$ cat src/rtl/sobel_frame_ctrl.sv
// sobel_frame_ctrl: frame sequencer and output tagger for the Sobel edge pipeline.
//   sys_clk, sys_rst_n     clock, asynchronous active-low reset
//   cam_vsync              frame sync level; a rising edge starts (or restarts) a frame
//   pix_valid, pix_Y       camera luma stream
//   thr_wr, thr_in         pending edge threshold write
//   isp_wr_en, isp_Y       gated pixel stream to the ISP, one dummy flush line appended
//   isp_thr                threshold frozen for the current frame
//   out_valid/x/y/border   tags aligned with the ISP result
//   frame_done, frame_err  end-of-frame and abnormal-event pulses
module sobel_frame_ctrl #(
   parameter int         H_ACT    = 640,
   parameter int         V_ACT    = 480,
   parameter int         PIPE_LAT = 5,
   parameter logic [7:0] THR_DEF  = 8'd27
) (
   input  logic       sys_clk,
   input  logic       sys_rst_n,
   input  logic       cam_vsync,
   input  logic       pix_valid,
   input  logic [7:0] pix_Y,
   input  logic       thr_wr,
   input  logic [7:0] thr_in,
   output logic       isp_wr_en,
   output logic [7:0] isp_Y,
   output logic [7:0] isp_thr,
   output logic       out_valid,
   output logic [9:0] out_x,
   output logic [8:0] out_y,
   output logic       out_border,
   output logic       frame_done,
   output logic       frame_err
);
   localparam logic [9:0] X_LAST = 10'(H_ACT - 1);
   localparam logic [8:0] Y_LAST = 9'(V_ACT - 1);
   localparam logic [8:0] Y_ROWS = 9'(V_ACT);
   localparam int         DW     = $clog2(PIPE_LAT + 1);
   localparam logic [DW-1:0] D_LAST = DW'(PIPE_LAT);

   typedef enum logic [1:0] {IDLE, ACTIVE, FLUSH, DRAIN} state_t;
   state_t state, state_nxt;

   logic                vs_d, vs_rise;
   logic [9:0]          in_x;
   logic [8:0]          in_y;
   logic [DW-1:0]       dr_cnt;
   logic                wr_nxt, err_nxt, done_nxt;
   logic [7:0]          y_nxt;
   logic [PIPE_LAT-1:0] dly;
   logic                d_en, tag;
   logic [9:0]          ox;
   logic [8:0]          orow;
   logic [7:0]          thr_pend;

   assign vs_rise = cam_vsync & ~vs_d;
   assign d_en    = dly[PIPE_LAT-1];
   // row 0 of the delayed stream is window fill and never tagged valid
   assign tag     = d_en & (orow != 9'd0);

   always_ff @(posedge sys_clk or negedge sys_rst_n)
      if (!sys_rst_n) state <= IDLE;
      else            state <= state_nxt;

   // DRAIN holds one extra cycle so frame_done lands together with the last tagged output
   always_comb begin
      state_nxt = state;
      wr_nxt    = 1'b0;
      y_nxt     = 8'd0;
      err_nxt   = 1'b0;
      done_nxt  = 1'b0;
      if (vs_rise) begin
         state_nxt = ACTIVE;
         err_nxt   = state != IDLE;
      end else begin
         case (state)
            ACTIVE: if (pix_valid) begin
               wr_nxt    = 1'b1;
               y_nxt     = pix_Y;
               state_nxt = (in_x == X_LAST && in_y == Y_LAST) ? FLUSH : ACTIVE;
            end
            FLUSH: begin
               wr_nxt    = 1'b1;
               err_nxt   = pix_valid;
               state_nxt = (in_x == X_LAST) ? DRAIN : FLUSH;
            end
            DRAIN: if (dr_cnt == D_LAST) begin
               done_nxt  = 1'b1;
               state_nxt = IDLE;
            end
            default: ;
         endcase
      end
   end

   // in_x doubles as the flush-line counter: it is back at 0 when FLUSH starts
   always_ff @(posedge sys_clk or negedge sys_rst_n) begin
      if (!sys_rst_n) begin
         vs_d       <= 1'b0;
         in_x       <= '0;
         in_y       <= '0;
         dr_cnt     <= '0;
         isp_wr_en  <= 1'b0;
         isp_Y      <= 8'd0;
         frame_err  <= 1'b0;
         frame_done <= 1'b0;
         isp_thr    <= THR_DEF;
         thr_pend   <= THR_DEF;
      end else begin
         vs_d       <= cam_vsync;
         isp_wr_en  <= wr_nxt;
         isp_Y      <= y_nxt;
         frame_err  <= err_nxt;
         frame_done <= done_nxt;
         dr_cnt     <= (state == DRAIN && !vs_rise) ? dr_cnt + 1'b1 : '0;
         thr_pend   <= thr_wr ? thr_in : thr_pend;
         if (vs_rise) begin
            isp_thr <= thr_wr ? thr_in : thr_pend;
            in_x    <= '0;
            in_y    <= '0;
         end else if (wr_nxt) begin
            in_x <= (in_x == X_LAST) ? '0 : in_x + 1'b1;
            if (state == ACTIVE && in_x == X_LAST) in_y <= (in_y == Y_LAST) ? '0 : in_y + 1'b1;
         end
      end
   end

   // orow is the delayed-stream row: 0 = fill line, r = image row r-1
   always_ff @(posedge sys_clk or negedge sys_rst_n) begin
      if (!sys_rst_n) begin
         dly        <= '0;
         ox         <= '0;
         orow       <= '0;
         out_valid  <= 1'b0;
         out_border <= 1'b0;
         out_x      <= '0;
         out_y      <= '0;
      end else if (vs_rise) begin
         dly        <= '0;
         ox         <= '0;
         orow       <= '0;
         out_valid  <= 1'b0;
         out_border <= 1'b0;
      end else begin
         dly        <= (dly << 1) | PIPE_LAT'(isp_wr_en);
         out_valid  <= tag;
         out_border <= tag & (ox == 10'd0 | ox == X_LAST | orow == 9'd1 | orow == Y_ROWS);
         if (tag) begin
            out_x <= ox;
            out_y <= orow - 9'd1;
         end
         if (d_en) begin
            ox <= (ox == X_LAST) ? '0 : ox + 1'b1;
            if (ox == X_LAST) orow <= (orow == Y_ROWS) ? '0 : orow + 1'b1;
         end
      end
   end
endmodule

$ cat config.mk
export PLATFORM = sky130hd
export DESIGN_NAME = sobel_frame_ctrl
export DESIGN_NICKNAME = d
export VERILOG_FILES = /design/src/rtl/sobel_frame_ctrl.sv
export SDC_FILE = /design/constraint.sdc
export NUM_CORES = 1
export LEC_CHECK = 0
export BUFFER_PORTS_ARGS = -buffer_cell sky130_fd_sc_hd__buf_4
export CELL_PAD_IN_SITES_DETAIL_PLACEMENT = 0
export CELL_PAD_IN_SITES_GLOBAL_PLACEMENT = 1
export CORE_MARGIN = 2
export CORE_UTILIZATION = 30
export DETAILED_ROUTE_END_ITERATION = 8
export PLACE_DENSITY_LB_ADDON = 0.1
export SLEW_MARGIN = 20
export SYNTH_ARGS = -nofsm -noshare
export SYNTH_HDL_FRONTEND = slang
export SYNTH_SLANG_ARGS = --single-unit
export TNS_END_PERCENT = 5
$ cat constraint.sdc
create_clock -name sys_clk -period 6.5 [get_ports sys_clk]
set_input_delay 0.325 -clock sys_clk [delete_from_list [all_inputs] [get_ports sys_clk]]
set_output_delay 0.325 -clock sys_clk [all_outputs]
set_load 0.02 [all_outputs]
==> results of run 1 <==
-- stage by stage --
step / hold slack, ns / area, µm² / worst slack, ns / power, mW
6_report: 0.104 / 5540 / 3.97 / 1.46
3_5_place_dp: 0.317 / 5220 / 3.72 / 0.935
5_1_grt: 0.0943 / 5540 / 3.79 / 1.55
3_3_place_gp: 0.314 / 5210 / 3.79 / 0.932
2_1_floorplan: 0.0294 / 4580 / 4.31 / 0.837
4_1_cts: 0.0917 / 5530 / 3.70 / 1.49
-- synthesized netlist by cell type, drive strengths merged (8+ instances only) --
cell	number
xnor2	10
nand2	62
ha	14
dfrtp	89
clkbuf	13
o21ai	26
and2	15
a21oi	13
o31ai	12
dfstp	8
inv	22
mux2	15
nand4	10
nand3	17
nor3	10
nor2	21
-- worst max-delay path by stage --
stage                    end  cells after the start
global placement    out_x[2]                      5
detailed placement  out_x[8]                      5
floorplan           out_x[4]                      6
global route         orow[5]                      6
finish               orow[1]                      6
CTS                 out_x[8]                      5
-- layer usage --
layer | routed length (µm) | part of all wire | GRT usage | vias to the layer above
met2 | 4770 | 0.47 | 0.213 | 49
met1 | 4900 | 0.48 | 0.177 | 1693
li1 | - | - | - | 1690
met5 | 0 | 0 | 0 | -
met3 | 296 | 0.029 | 0.0247 | 12
met4 | 187 | 0.018 | 0.0582 | 0
-- cells in the final DEF, fill, tap and decap left out, types with 12 or more instances in the layout --
cell type	instances
buf_4	63
nand2_1	62
o21ai_0	26
nor2_1	21
o31ai_1	12
inv_1	22
nand3_1	17
and2_1	15
mux2_2	15
dfrtp_1	89
a21oi_1	13
ha_1	14
-- where the power goes --
group | internal (mW) | switching [mW]
combinational | 0.0924 | 0.132
sequential | 0.657 | 0.0375
clock | 0.309 | 0.234
-- cell families after synthesis --
family	synth area share
muxes	0.0390
DFF	0.532
adders and majority gates	0.0382
xor gates and xnor gates	0.0325
AOI/OAI and AO/OA	0.121
buffers and inverters	0.0358
and+or+nand+nor	0.201
-- flip-flops by register name, summed over array words and instances (netlist names) --
name and count:
dly 5, dr_cnt 3, frame_done 1, frame_err 1, in_x 10, in_y 9, isp_Y 8, isp_thr 8
isp_wr_en 1, orow 9, out_border 1, out_valid 1, out_x 10, out_y 9, ox 10, state 2
thr_pend 8, vs_d 1
-- layout make-up --
cell class / instances / area (µm²) / share of cell area
clock inverters: 5 / 56.3 / 0.0102
multi-input cells: 307 / 1990 / 0.359
flip-flops and latches: 97 / 2440 / 0.440
inverters: 22 / 82.6 / 0.0149
repair buffers: 65 / 498 / 0.0899
well taps: 188 / 235 / 0.0425
clock buffers: 11 / 243 / 0.0438
-- critical path: cells and delay by family (launching register included) --
family | cells | cell delay [ns]
flip-flops | 1 | 0.45
AO/OA/AOI/OAI | 1 | 0.69
AND/OR/NAND/NOR | 3 | 0.97
buffers and inverters | 1 | 0.13
adder cells (fa/ha/maj) | 1 | 0.15
==> key figures, run 1 <==
Critical path
  • Crit. End Element: flip-flop
  • Critical path startpoint category: flip-flop
  • Worst-path cell chain: inv_1, ha_1, or3b_2, nand4bb_1, o21ai_0, nor2_1
  • CP Data Required Time: 6.70 ns
  • Crit path largest cell delay: 0.69 ns
  • Crit Path Class: flip-flop to flip-flop
  • Worst Path Max Fanout: 7
  • Reg-to-Reg End: orow[1]
  • R2R Setup Slk: 3.97 ns
  • Crit path launch: orow[0]
  • RR Startpoint: orow[0]
  • Crit-path slowest cell: o21ai_0
  • FF-to-FF path depth: 6
  • Critical path arrival: 2.74 ns

Logic synthesis
  • Cell Area, Synth: 4580 µm²
  • Ys flop type: dfrtp_1
  • Post-Syn Instances: 444
  • Post-synth ARST share: 1.00
  • Ranking of synthesized cells by area: dfrtp_1 (49%), nand2_1 (5.1%), dfstp_2 (4.6%)
  • Avg Inst Size Synth: 10.3 µm²
  • Number of synthesized flops with an enable pin: 0
  • Post-synthesis net count: 479
  • Top cell type's share of synthesized area: 0.486
  • Sequential fraction of the synthesis area: 0.532
  • #FFs+latches synth: 97
  • Synth cell types: 55
  • Synth area leader: dfrtp_1
  • YS warnings: 0

Floorplanning
  • Core area: 15100 µm²
  • Die area: 16300 µm²
  • Io pins: 61
  • Die X-Extent: 128 µm
  • Initial core utilization: 0.304
  • Die height: 128 µm
  • Row cnt: 45

Timing
  • RSZ-0062 raised after global routing: no
  • Worst Skew: 0.00686 ns
  • Setup violations, final: 0
  • Period utilization: 0.390
  • Slew Viols, Final: 0
  • Highest clock rate: 0.395 GHz
  • Slew HR: 0.351
  • Min cycle time layout: 2.53 ns
  • Least-Margin Pin Slew: 0.962 ns
  • Final hold violation count: 0
  • Final setup TNS: 0 ns

Layout
  • Layout area overhead: 20.9%
  • Finished Layout Cells: 695
  • Finished Core Util: 0.367
  • Fin nets: 537
  • Layout cells sized above 1: 0.227
  • Ant diodes: 0
  • Fillers: 1533

Hold path
  • Hold path cells: 1
  • Hold Crit Class: input port to flip-flop
  • Worst Hold Launch: cam_vsync
  • Hold path endpoint: vs_d

Global route
  • Vias in the first global route: 3457
  • Initial antenna violation count: 0
  • Aggregate global routing overflow: 0
  • First-pass GRT wire length: 17300 µm
  • Gr usage total: 0.133
  • Largest net degree at the start of global routing: 63

Clock network
  • TritonCTS Buffers: 9
  • Hold Buf Count CTS: 1
  • H-Tree Level Count: 3
  • Longest Clk Path Bufs: 2
  • CTS tree: done
  • Clock sinks: 97
  • Worst-path clk slew: 0.07 ns
  • Clock root cell: clkbuf_16
  • Worst-Skew Late Latency: 0.35 ns
  • PostCTS Resize Cnt: 0
  • Post-CTS Setup Bufs: 0

Power
  • Leakage: 2.54 nW
  • VDD IR max: 0.144 mV
  • Pwr Density: 264 nW/µm²

Run
  • Max-Cap Viols: 0

Place
  • DP Wirelength: 6870 µm
  • Port Buffers: 60
  • DP Cell Count: 677
  • Placer Congestion: 0.743

Drt
  • # DRC: 0
  • DRT Pass-1 Iters: 4
  • Vias: 3444
  • Antenna-violating nets left: 0
  • Routed vias/inst: 4.96
  • WL final: 10100 µm
  • Wire length per cell: 14.6 µm
  • Detailed Route Iter0 Violations: 157

Run status
  • Outcome: completed
Power figures use the tool's default switching activity.
==> run 2, diff against run 1 <==
clock period = 2.3 ns   (was 6.5 ns; I/O delays follow)
==> run 2 against run 1 <==
Net effect:
- maximum frequency is 17% higher
- clock skew is 0.0033 ns higher
- final area is 5.5% higher
- via count is 1.5% higher
- power grew to 3.0 times the previous value
- register-to-register slack worse by 3.8 ns
- critical path type unchanged
- largest power group unchanged
- wire length is 5.5% higher
- global-route usage is 0.66 points higher
- highest routed layer unchanged
==> key figures, run 2 (synthesis results as in run 1) <==
Run status
  • Outcome: completed (unchanged)

Clock network
  • Clock root cell: clkbuf_16 (unchanged)
  • Worst-path clk slew: 0.07 ns (about the same)
  • CTS tree: done (unchanged)
  • Longest Clk Path Bufs: 2 (unchanged)
  • Worst-Skew Late Latency: 0.35 ns (about the same)
  • Clock sinks: 97 (unchanged)
  • TritonCTS Buffers: 9 (unchanged)
  • H-Tree Level Count: 3 (unchanged)

Layout
  • Most frequent cells in the layout: dfrtp_1 (89), buf_4 (86), nand2_1 (62) (was dfrtp_1 (89), buf_4 (63), nand2_1 (62))
  • Largest regs: in_x (10), out_x (10), ox (10) (unchanged)
  • Fillers: 1520 (was 1533)
  • Design area: 5840 µm² (was 5540 µm²)
  • Layout area overhead: 27.5% (was 20.9%)
  • Register area: 2440 µm² (unchanged)
  • Ant diodes: 0 (unchanged)
  • Layout cells sized above 1: 0.254 (was 0.227)
  • Commonest non-fill, non-tap cell in the layout: dfrtp_1 (unchanged)
  • Multi-input logic area: 1980 µm² (was 1990 µm²)
  • Fin nets: 570 (was 537)

Floorplanning
  • Die area: 16300 µm² (unchanged)
  • Io pins: 61 (unchanged)
  • Core area: 15100 µm² (unchanged)
  • Die X-Extent: 128 µm (unchanged)
  • Initial core utilization: 0.304 (unchanged)
  • Row cnt: 45 (unchanged)
  • Die height: 128 µm (unchanged)

Timing
  • Least-Margin Pin Slew: 0.647 ns (was 0.962 ns)
  • RSZ-0062 raised after global routing: no (unchanged)
  • Min cycle time layout: 2.17 ns (was 2.53 ns)
  • Setup violations, final: 0 (unchanged)
  • Highest clock rate: 0.460 GHz (was 0.395 GHz)
  • Period utilization: 0.944 (was 0.390)
  • Slew Viols, Final: 0 (unchanged)
  • Hold_ws: 0.0178 ns (was 0.104 ns)
  • Worst Skew: 0.0102 ns (was 0.00686 ns)
  • Final setup TNS: 0 ns (unchanged)
  • Final hold violation count: 0 (unchanged)
  • Slew HR: 0.569 (was 0.351)

Global route
  • Vias in the first global route: 3511 (was 3457)
  • First-pass GRT wire length: 18000 µm (was 17300 µm)
  • Gr usage total: 0.140 (was 0.133)
  • Aggregate global routing overflow: 0 (unchanged)
  • Initial antenna violation count: 0 (unchanged)
  • Largest net degree at the start of global routing: 52 (was 63)

Drt
  • # DRC: 0 (unchanged)
  • Routed vias/inst: 4.80 (was 4.96)
  • Wire length per cell: 14.7 µm (was 14.6 µm)
  • Antenna-violating nets left: 0 (unchanged)
  • Vias: 3495 (was 3444)
  • Detailed Route Iter0 Violations: 180 (was 157)
  • DRT Pass-1 Iters: 4 (unchanged)
  • WL final: 10700 µm (was 10100 µm)

Critical path
  • Crit Path Class: flip-flop to flip-flop (unchanged)
  • Critical path arrival: 2.39 ns (was 2.74 ns)
  • Critical path startpoint category: flip-flop (unchanged)
  • Crit-path slowest cell: or3b_2 (was o21ai_0)
  • Crit path largest cell delay: 0.48 ns (was 0.69 ns)
  • CP Data Required Time: 2.52 ns (was 6.70 ns)
  • Crit. End Element: flip-flop (unchanged)
  • Worst Path Max Fanout: 19 (was 7)
  • Worst-path cell chain: inv_1, ha_1, or3b_2, o311ai_4, buf_4, o21ai_0 (was inv_1, ha_1, or3b_2, nand4bb_1, o21ai_0, nor2_1)

Place
  • Port Buffers: 60 (unchanged)
  • DP Wirelength: 7440 µm (was 6870 µm)
  • Placer Congestion: 0.730 (was 0.743)
  • Post-DP Area: 5400 µm² (was 5220 µm²)

Power
  • Pwr Density: 740 nW/µm² (was 264 nW/µm²)
  • Leakage: 2.71 nW (was 2.54 nW)
  • VDD IR max: 0.304 mV (was 0.144 mV)

Hold path
  • Hold Crit Class: input port to flip-flop (unchanged)

Run
  • Max-Cap Viols: 0 (unchanged)
[run 2: final timing paths]
check | start | endpoint | slack (ns) | cells after the start
worst min register to register | dly[2] | dly[3] | 0.44 | 1
worst min-delay path | thr_in[2] | thr_pend[2] | 0.02 | 2
worst max register to register | orow[1] | out_y[4] | 0.13 | 6
max in group asynchronous | sys_rst_n | dly[2] | 1.28 | 3
worst max-delay path | orow[1] | out_y[4] | 0.13 | 6
min in group asynchronous | sys_rst_n | out_y[5] | 0.32 | 2
[run 2: through the flow]
step,std cells,setup slack [ns],util,power [mW]
final,728,0.128,0.387,4.32
after global routing,728,0.00143,0.387,4.59
after CTS,728,0.0306,0.387,4.42
after detailed placement,701,0.0366,0.358,2.69
after global placement,701,0.134,0.358,2.68
after floorplan,444,0.114,-,2.37
[run 2: repair_timing]
item / in CTS / in global routing
gates resized for setup: 0 / 0
hold buffers: 11 / 0
setup buffers: 0 / 0
endpoints found under the setup margin: 0 / 14
hold endpoints to repair: 48 / 0
[run 2: final cells by class]
type	instances	area share
tap	188	0.0403
timing repair buffer	98	0.133
sequential	97	0.417
multi-input combinational	307	0.339
clock buffer	12	0.0439
inverter	22	0.0141
clock inverter	4	0.0126
[run 2: power breakdown]
group | total [mW] | internal (mW) | switching, mW
logic | 0.704 | 0.311 | 0.393
clock network | 1.66 | 1.02 | 0.645
registers | 1.96 | 1.86 | 0.101
[run 2: per-layer routing]
metal | routed length [µm] | GRT usage
met3 | 285 | 0.0331
met4 | 145 | 0.0465
met1 | 5100 | 0.181
met5 | 0 | 0
met2 | 5170 | 0.231
[run 2: worst max-delay path, delay by kind of cell, from the launching register on]
| family | cells | cell delay, ns |
|---|---|---|
| flip-flops | 1 | 0.42 |
| buffers and inverters | 2 | 0.42 |
| AO/OA/AOI/OAI | 2 | 0.58 |
| adder cells (fa/ha/maj) | 1 | 0.15 |
| AND/OR/NAND/NOR | 1 | 0.48 |
